File: config.mk
export PLATFORM = sky130hd
export DESIGN_NAME = sync_fifo_wr_arbiter
export DESIGN_NICKNAME = d
export VERILOG_FILES = /design/src/rtl/sync_fifo_arb_pkg.sv /design/src/rtl/rr_pick.sv /design/src/rtl/sync_fifo_wr_arbiter.sv
export SDC_FILE = /design/constraint.sdc
export NUM_CORES = 1
export LEC_CHECK = 0
export CELL_PAD_IN_SITES_DETAIL_PLACEMENT = 0
export CELL_PAD_IN_SITES_GLOBAL_PLACEMENT = 2
export CORE_MARGIN = 1.5
export CORE_UTILIZATION = 19
export CTS_BUF_LIST = sky130_fd_sc_hd__clkbuf_16
export DETAILED_ROUTE_END_ITERATION = 10
export PLACE_DENSITY = 0.79
export SLEW_MARGIN = 10
export SYNTH_ARGS = -nofsm -noshare
export SYNTH_HDL_FRONTEND = slang
export SYNTH_HIERARCHICAL = 1
export SYNTH_SLANG_ARGS = --single-unit
File: constraint.sdc
create_clock -name clk -period 2 [get_ports clk]
set_input_delay 0.4 -clock clk [delete_from_list [all_inputs] [get_ports clk]]
set_output_delay 0.4 -clock clk [all_outputs]
set_load 0.01 [all_outputs]
File: src/rtl/sync_fifo_arb_pkg.sv
// ----------------------------------------------------------------------------
// sync_fifo_arb_pkg
// Shared types and helpers for the Sync_FIFO write-port arbiter.
//   arb_state_t : arbiter FSM states (IDLE = arbitrate, BURST = grant held)
//   rr_next     : round-robin search over a request mask, starting just after
//                 the previous grantee and wrapping at the requester count
// ----------------------------------------------------------------------------
package sync_fifo_arb_pkg;

  // Widest requester vector the helper accepts; callers zero-extend into it.
  localparam int RR_MAX_REQ = 32;
  localparam int RR_IDX_W   = 5;

  typedef enum logic [0:0] {
    IDLE  = 1'b0,
    BURST = 1'b1
  } arb_state_t;

  // Returns the first set bit of mask at or after (last+1) mod num, with wrap.
  // If the mask is empty the previous index is returned unchanged; callers
  // qualify the result with their own "any request" flag.
  function automatic int unsigned rr_next(input logic [RR_MAX_REQ-1:0] mask,
                                          input int unsigned last,
                                          input int unsigned num);
    int unsigned res;
    int unsigned pos;
    logic        hit;
    res = last;
    hit = 1'b0;
    for (int unsigned k = 32'd1; k <= 32'(RR_MAX_REQ); k++) begin
      if (k <= num) begin
        pos = (last + k) % num;
        if (!hit && mask[pos[RR_IDX_W-1:0]]) begin
          res = pos;
          hit = 1'b1;
        end else begin
          hit = hit;
        end
      end else begin
        hit = hit;
      end
    end
    return res;
  endfunction

endpackage

File: src/rtl/rr_pick.sv
// ----------------------------------------------------------------------------
// rr_pick
// Combinational round-robin priority picker.
// Ports:
//   req_valid [NUM_REQ-1:0] in  : per-requester request flags
//   last_id   [IDW-1:0]     in  : index granted most recently
//   found                   out : at least one request is pending
//   idx       [IDW-1:0]     out : first requester after last_id (with wrap)
// ----------------------------------------------------------------------------
module rr_pick
  import sync_fifo_arb_pkg::*;
#(
  parameter int NUM_REQ = 4,
  parameter int IDW     = 2
) (
  input  logic [NUM_REQ-1:0] req_valid,
  input  logic [IDW-1:0]     last_id,
  output logic               found,
  output logic [IDW-1:0]     idx
);

  logic [RR_MAX_REQ-1:0] mask_s;

  // Widen the request vector and run the shared round-robin search.
  always_comb begin
    mask_s = RR_MAX_REQ'(req_valid);
    found  = |req_valid;
    idx    = IDW'(rr_next(mask_s, 32'(last_id), 32'(NUM_REQ)));
  end

endmodule

File: src/rtl/sync_fifo_wr_arbiter.sv
// ----------------------------------------------------------------------------
// sync_fifo_wr_arbiter
// Shares one Sync_FIFO write port among NUM_REQ producers. Producers are
// granted round-robin; a grant lasts up to MAX_BURST accepted words, ends
// early when the grantee drops valid, and is simply held while the FIFO is
// full. A write happens only on a valid&ready handshake with the FIFO not full.
// Ports:
//   clk                         in  : clock, rising edge
//   reset                       in  : asynchronous, active-low reset
//   req_valid  [NUM_REQ-1:0]       in  : word available per requester
//   req_data   [NUM_REQ*Width-1:0] in  : requester i at [i*Width +: Width]
//   req_ready  [NUM_REQ-1:0]       out : accept strobe, one-hot or zero
//   fifo_full                      in  : FIFO Full flag
//   fifo_wr_en                     out : FIFO write enable
//   fifo_data_in [Width-1:0]       out : FIFO write data (0 outside BURST)
//   grant_active                   out : high while a grant is held
//   grant_id   [IDW-1:0]           out : current grantee, or last one in IDLE
// ----------------------------------------------------------------------------
module sync_fifo_wr_arbiter
  import sync_fifo_arb_pkg::*;
#(
  parameter  int NUM_REQ   = 4,
  parameter  int Width     = 8,
  parameter  int MAX_BURST = 4,
  localparam int IDW       = $clog2(NUM_REQ)
) (
  input  logic                     clk,
  input  logic                     reset,
  input  logic [NUM_REQ-1:0]       req_valid,
  input  logic [NUM_REQ*Width-1:0] req_data,
  output logic [NUM_REQ-1:0]       req_ready,
  input  logic                     fifo_full,
  output logic                     fifo_wr_en,
  output logic [Width-1:0]         fifo_data_in,
  output logic                     grant_active,
  output logic [IDW-1:0]           grant_id
);

  localparam int CW = $clog2(MAX_BURST + 1);

  arb_state_t       state_r;
  arb_state_t       state_nxt_s;
  logic [IDW-1:0]   gnt_id_r;
  logic [IDW-1:0]   last_id_r;
  logic [CW-1:0]    burst_cnt_r;
  logic             pick_found_s;
  logic [IDW-1:0]   pick_idx_s;
  logic             xfer_s;
  logic             burst_last_s;
  logic [Width-1:0] word_s [NUM_REQ];

  // Unpack the flat data bus so the grantee's word can be selected by index.
  for (genvar gi = 0; gi < NUM_REQ; gi++) begin : g_word
    assign word_s[gi] = req_data[gi*Width +: Width];
  end

  rr_pick #(
    .NUM_REQ (NUM_REQ),
    .IDW     (IDW)
  ) u_rr_pick (
    .req_valid (req_valid),
    .last_id   (last_id_r),
    .found     (pick_found_s),
    .idx       (pick_idx_s)
  );

  // A word moves only when the grantee offers one and the FIFO has room.
  always_comb begin
    xfer_s       = 1'b0;
    burst_last_s = (burst_cnt_r == CW'(MAX_BURST - 1));
    if (state_r == BURST) begin
      xfer_s = req_valid[gnt_id_r] & ~fifo_full;
    end else begin
      xfer_s = 1'b0;
    end
  end

  // State register.
  always_ff @(posedge clk or negedge reset) begin
    if (!reset) begin
      state_r <= IDLE;
    end else begin
      state_r <= state_nxt_s;
    end
  end

  // Next-state logic: a dropped valid releases the grant even while full.
  always_comb begin
    state_nxt_s = state_r;
    case (state_r)
      IDLE: begin
        if (pick_found_s) begin
          state_nxt_s = BURST;
        end else begin
          state_nxt_s = IDLE;
        end
      end
      BURST: begin
        if (!req_valid[gnt_id_r]) begin
          state_nxt_s = IDLE;
        end else if (xfer_s && burst_last_s) begin
          state_nxt_s = IDLE;
        end else begin
          state_nxt_s = BURST;
        end
      end
      default: state_nxt_s = IDLE;
    endcase
  end

  // Grant bookkeeping: latch the pick, count words, remember the last grantee.
  always_ff @(posedge clk or negedge reset) begin
    if (!reset) begin
      gnt_id_r    <= IDW'(NUM_REQ - 1);
      last_id_r   <= IDW'(NUM_REQ - 1);
      burst_cnt_r <= '0;
    end else begin
      if (state_r == IDLE && pick_found_s) begin
        gnt_id_r <= pick_idx_s;
      end
      if (state_r == BURST && state_nxt_s == IDLE) begin
        last_id_r   <= gnt_id_r;
        burst_cnt_r <= '0;
      end else if (xfer_s) begin
        burst_cnt_r <= burst_cnt_r + CW'(1);
      end
    end
  end

  // Outputs: handshake and FIFO write are combinational in the transfer cycle.
  always_comb begin
    fifo_wr_en   = xfer_s;
    req_ready    = '0;
    fifo_data_in = '0;
    grant_active = 1'b0;
    grant_id     = last_id_r;
    if (xfer_s) begin
      req_ready[gnt_id_r] = 1'b1;
    end else begin
      req_ready = '0;
    end
    if (state_r == BURST) begin
      grant_active = 1'b1;
      grant_id     = gnt_id_r;
      fifo_data_in = word_s[gnt_id_r];
    end else begin
      grant_active = 1'b0;
      grant_id     = last_id_r;
      fifo_data_in = '0;
    end
  end

endmodule

==> metrics.yaml <==
sta:
  slew_headroom: 0.752
  layout_setup_ws_ns: -0.176
  setup_viol: 10
  clock_skew_ns: 0.000685
  layout_min_cycle_time_ns: 2.18
  fin_crit_sh: 1.09
  fin_tns_setup_ns: -1.47
  finalMaxSlewViolations: 0
  worstMarginPinSlew_ns: 0.362
  hold_viol: 0
  rsz0062_at_grt: "yes"
  fmax_mhz: 460
worst_setup_path:
  worstPathArrival_ns: 1.78
  cp_num_buf_inv: 2
  path_cells: "buf_8 > mux4_2 > and2_4 > buf_6"
  crit_required_ns: 1.60
  worst_setup_path_start_kind: "flop"
  critical_path.max_stage_delay_ns: 0.65
  rrSetupSlack_ns: 0.02
  worstSetupEndpointType: "primary output"
  r2r_start: "gnt_id_r[0]"
  critical_path_class: "reg -> out"
  r2r-end: "last_id_r[1]"
  cp_max_fo: 5
  crit_slowest_cell: "dfstp_4"
  r2r_cells: 5
  path_delay_family: "flip-flops"
status:
  status: "finished with violations"
  violations: "negative setup slack"
detailed_routing:
  ant_nets: 0
  wl_met2_mm: 1.32
  topRoutingLayerUsed: "met4"
  drtPass1Iterations: 4
  viasPerCell: 4.59
  wl_per_cell_um: 14.4
  wl_met1_mm: 1.37
  route.met3.wl_um: 275
  num_vias: 973
  route.detailed.drc: 0
  drt_iter0_drc: 18
  wirelength_mm: 3.06
yosys:
  synth.avg_cell_area_sq_um: 9.94
  yosys-top-cells-area: "mux4_2, dfstp_2, dfrtp_1"
  synth.top_cell.area_share: 0.240
  ys_seq_area_frac: 0.243
  ys.flop_type: "dfstp_2"
  yosysWarningCount: 6
  async_flop_share: 1.00
  synth_fp_nets: 126
  syn_area_sq_um: 845
  synth_top_area_cell: "mux4_2"
  synth_edf_count: 0
  syn-instance-count: 85
  synth_cell_types: 29
  synth_seq_cells: 8
place:
  placed_area_sq_mm: 0.00153
  finalWeightedCongestion: 0.913
  port_buffers: 54
  hpwl_mm: 2.30
die:
  core-area_sq_mm: 0.00432
  die_area_sq_mm: 0.00485
  die_h_um: 69.7
  initial_core_util: 0.195
  die_x_um: 69.7
  num_io_pins: 55
  rows: 24
layout:
  syn_to_final_growth_pct: 105
  drive_gt1_frac: 0.438
  final_core_util: 0.400
  fin_area_sq_mm: 0.00173
  diodes: 0
  nets: 202
power_and_ir_drop:
  power.leakage_uw: 0.000741
  vdd_drop_max_mv: 0.473
  pwr_density_cell_mw_per_mm2: 1350
global_route:
  grt_pass1_wl_mm: 5.11
  antenna_found_initial: 0
  globalRouteTotalUtil: 0.132
  grt_max_degree: 12
  grt_overflow: 0
  grt_pass1_vias: 1045
cts:
  cts_hold_buf: 0
  clk_latency_ns: 0.23
  clkSinkCount: 8
  cts_buffers: 3
  path_clk_slew_ns: 0.04
  clock_path_buffers: 2
  cts_tree: "yes"
  root_buffer: "clkbuf_16"
  cts_max_level: 1
run:
  maxCapViolCount: 0
worst_hold_path:
  hold_path.class: "in -> async"
[cells by family after synthesis]
family,synth area share
and+or+nand+nor,0.204
muxes,0.342
AOI/OAI and AO/OA,0.114
buffers and inverters,0.0667
DFF,0.243
adders and majority gates,0.0296
[power by group]
group | total [uW] | leakage, uW | internal (uW) | switching [uW]
clock | 346 | 0.0000423 | 261 | 85.4
sequential | 369 | 0.0000940 | 270 | 99.0
combinational | 1620 | 0.000604 | 999 | 623
total | 2340 | 0.000741 | 1530 | 808
[synth_stat cells, drive strengths merged, types with 4 or more instances]
library cell	number
mux2	5
inv	6
nand2	7
buf	4
and2	8
nand2b	4
dfstp	4
nor2	4
mux4	9
dfrtp	4
[flip-flops by register name (all words and copies together) (netlist names)]
signal       flops
state_r          1
burst_cnt_r      3
last_id_r        2
gnt_id_r         2
[cell type report]
| class | count | area [sq um] |
|---|---|---|
| clock buffers | 3 | 75.1 |
| clock inverters | 1 | 3.75 |
| fillers | 429 | 2590 |
| inverters | 6 | 22.5 |
| multi-input cells | 65 | 641 |
| flip-flops and latches | 8 | 209 |
| well taps | 52 | 65.1 |
| repair buffers | 77 | 714 |
[repair_timing]
item / 4_1_cts / 5_1_grt
setup endpoints to repair: 18 / 16
pin swaps: 9 / 2
gates resized for setup: 61 / 23
setup buffers: 8 / 2
[cells in the final DEF, fill, tap and decap left out, types with 2 or more instances in the layout]
master | synthesis | layout
nor2_1 | 4 | 4
nor2b_1 | 3 | 2
ha_1 | 2 | 2
clkbuf_16 | 0 | 3
and2_1 | 8 | 4
dfstp_2 | 4 | 3
dfrtp_1 | 4 | 4
mux2_2 | 4 | 4
o22ai_1 | 2 | 2
and2_4 | 0 | 4
buf_4 | 0 | 16
a32oi_1 | 2 | 2
mux2i_1 | 3 | 3
mux4_2 | 9 | 9
a21oi_1 | 3 | 3
buf_6 | 1 | 8
inv_1 | 6 | 6
buf_12 | 0 | 2
nor3_1 | 3 | 2
clkdlybuf4s50_1 | 0 | 39
nand2b_1 | 4 | 3
buf_2 | 3 | 9
nand2_1 | 7 | 6
[layer usage]
metal | vias to the layer above | global-route usage
met2 | 59 | 0.203
met4 | 0 | 0.0641
li1 | 465 | -
met3 | 8 | 0.0334
met5 | - | 0
met1 | 441 | 0.173
[worst max-delay path by stage]
stage	from	to	cells past startpoint
2_1_floorplan	gnt_id_r[0]	fifo_data_in[5]	4
3_3_place_gp	gnt_id_r[0]	fifo_data_in[5]	3
3_5_place_dp	gnt_id_r[0]	fifo_data_in[5]	3
4_1_cts	gnt_id_r[0]	fifo_data_in[1]	4
5_1_grt	gnt_id_r[0]	fifo_data_in[3]	4
6_report	gnt_id_r[0]	fifo_data_in[1]	4
[metrics by stage]
stage / setup slack, ns / hold WS, ns / total power [uW] / instances
2_1_floorplan: 0.0739 / 0.104 / 1100 / 85
3_3_place_gp: -0.354 / 0.468 / 1690 / 200
3_5_place_dp: -0.375 / 0.477 / 1700 / 200
4_1_cts: -0.185 / 0.462 / 2150 / 212
5_1_grt: -0.231 / 0.480 / 2500 / 212
6_report: -0.176 / 0.449 / 2340 / 212
Power figures use the tool's default switching activity.
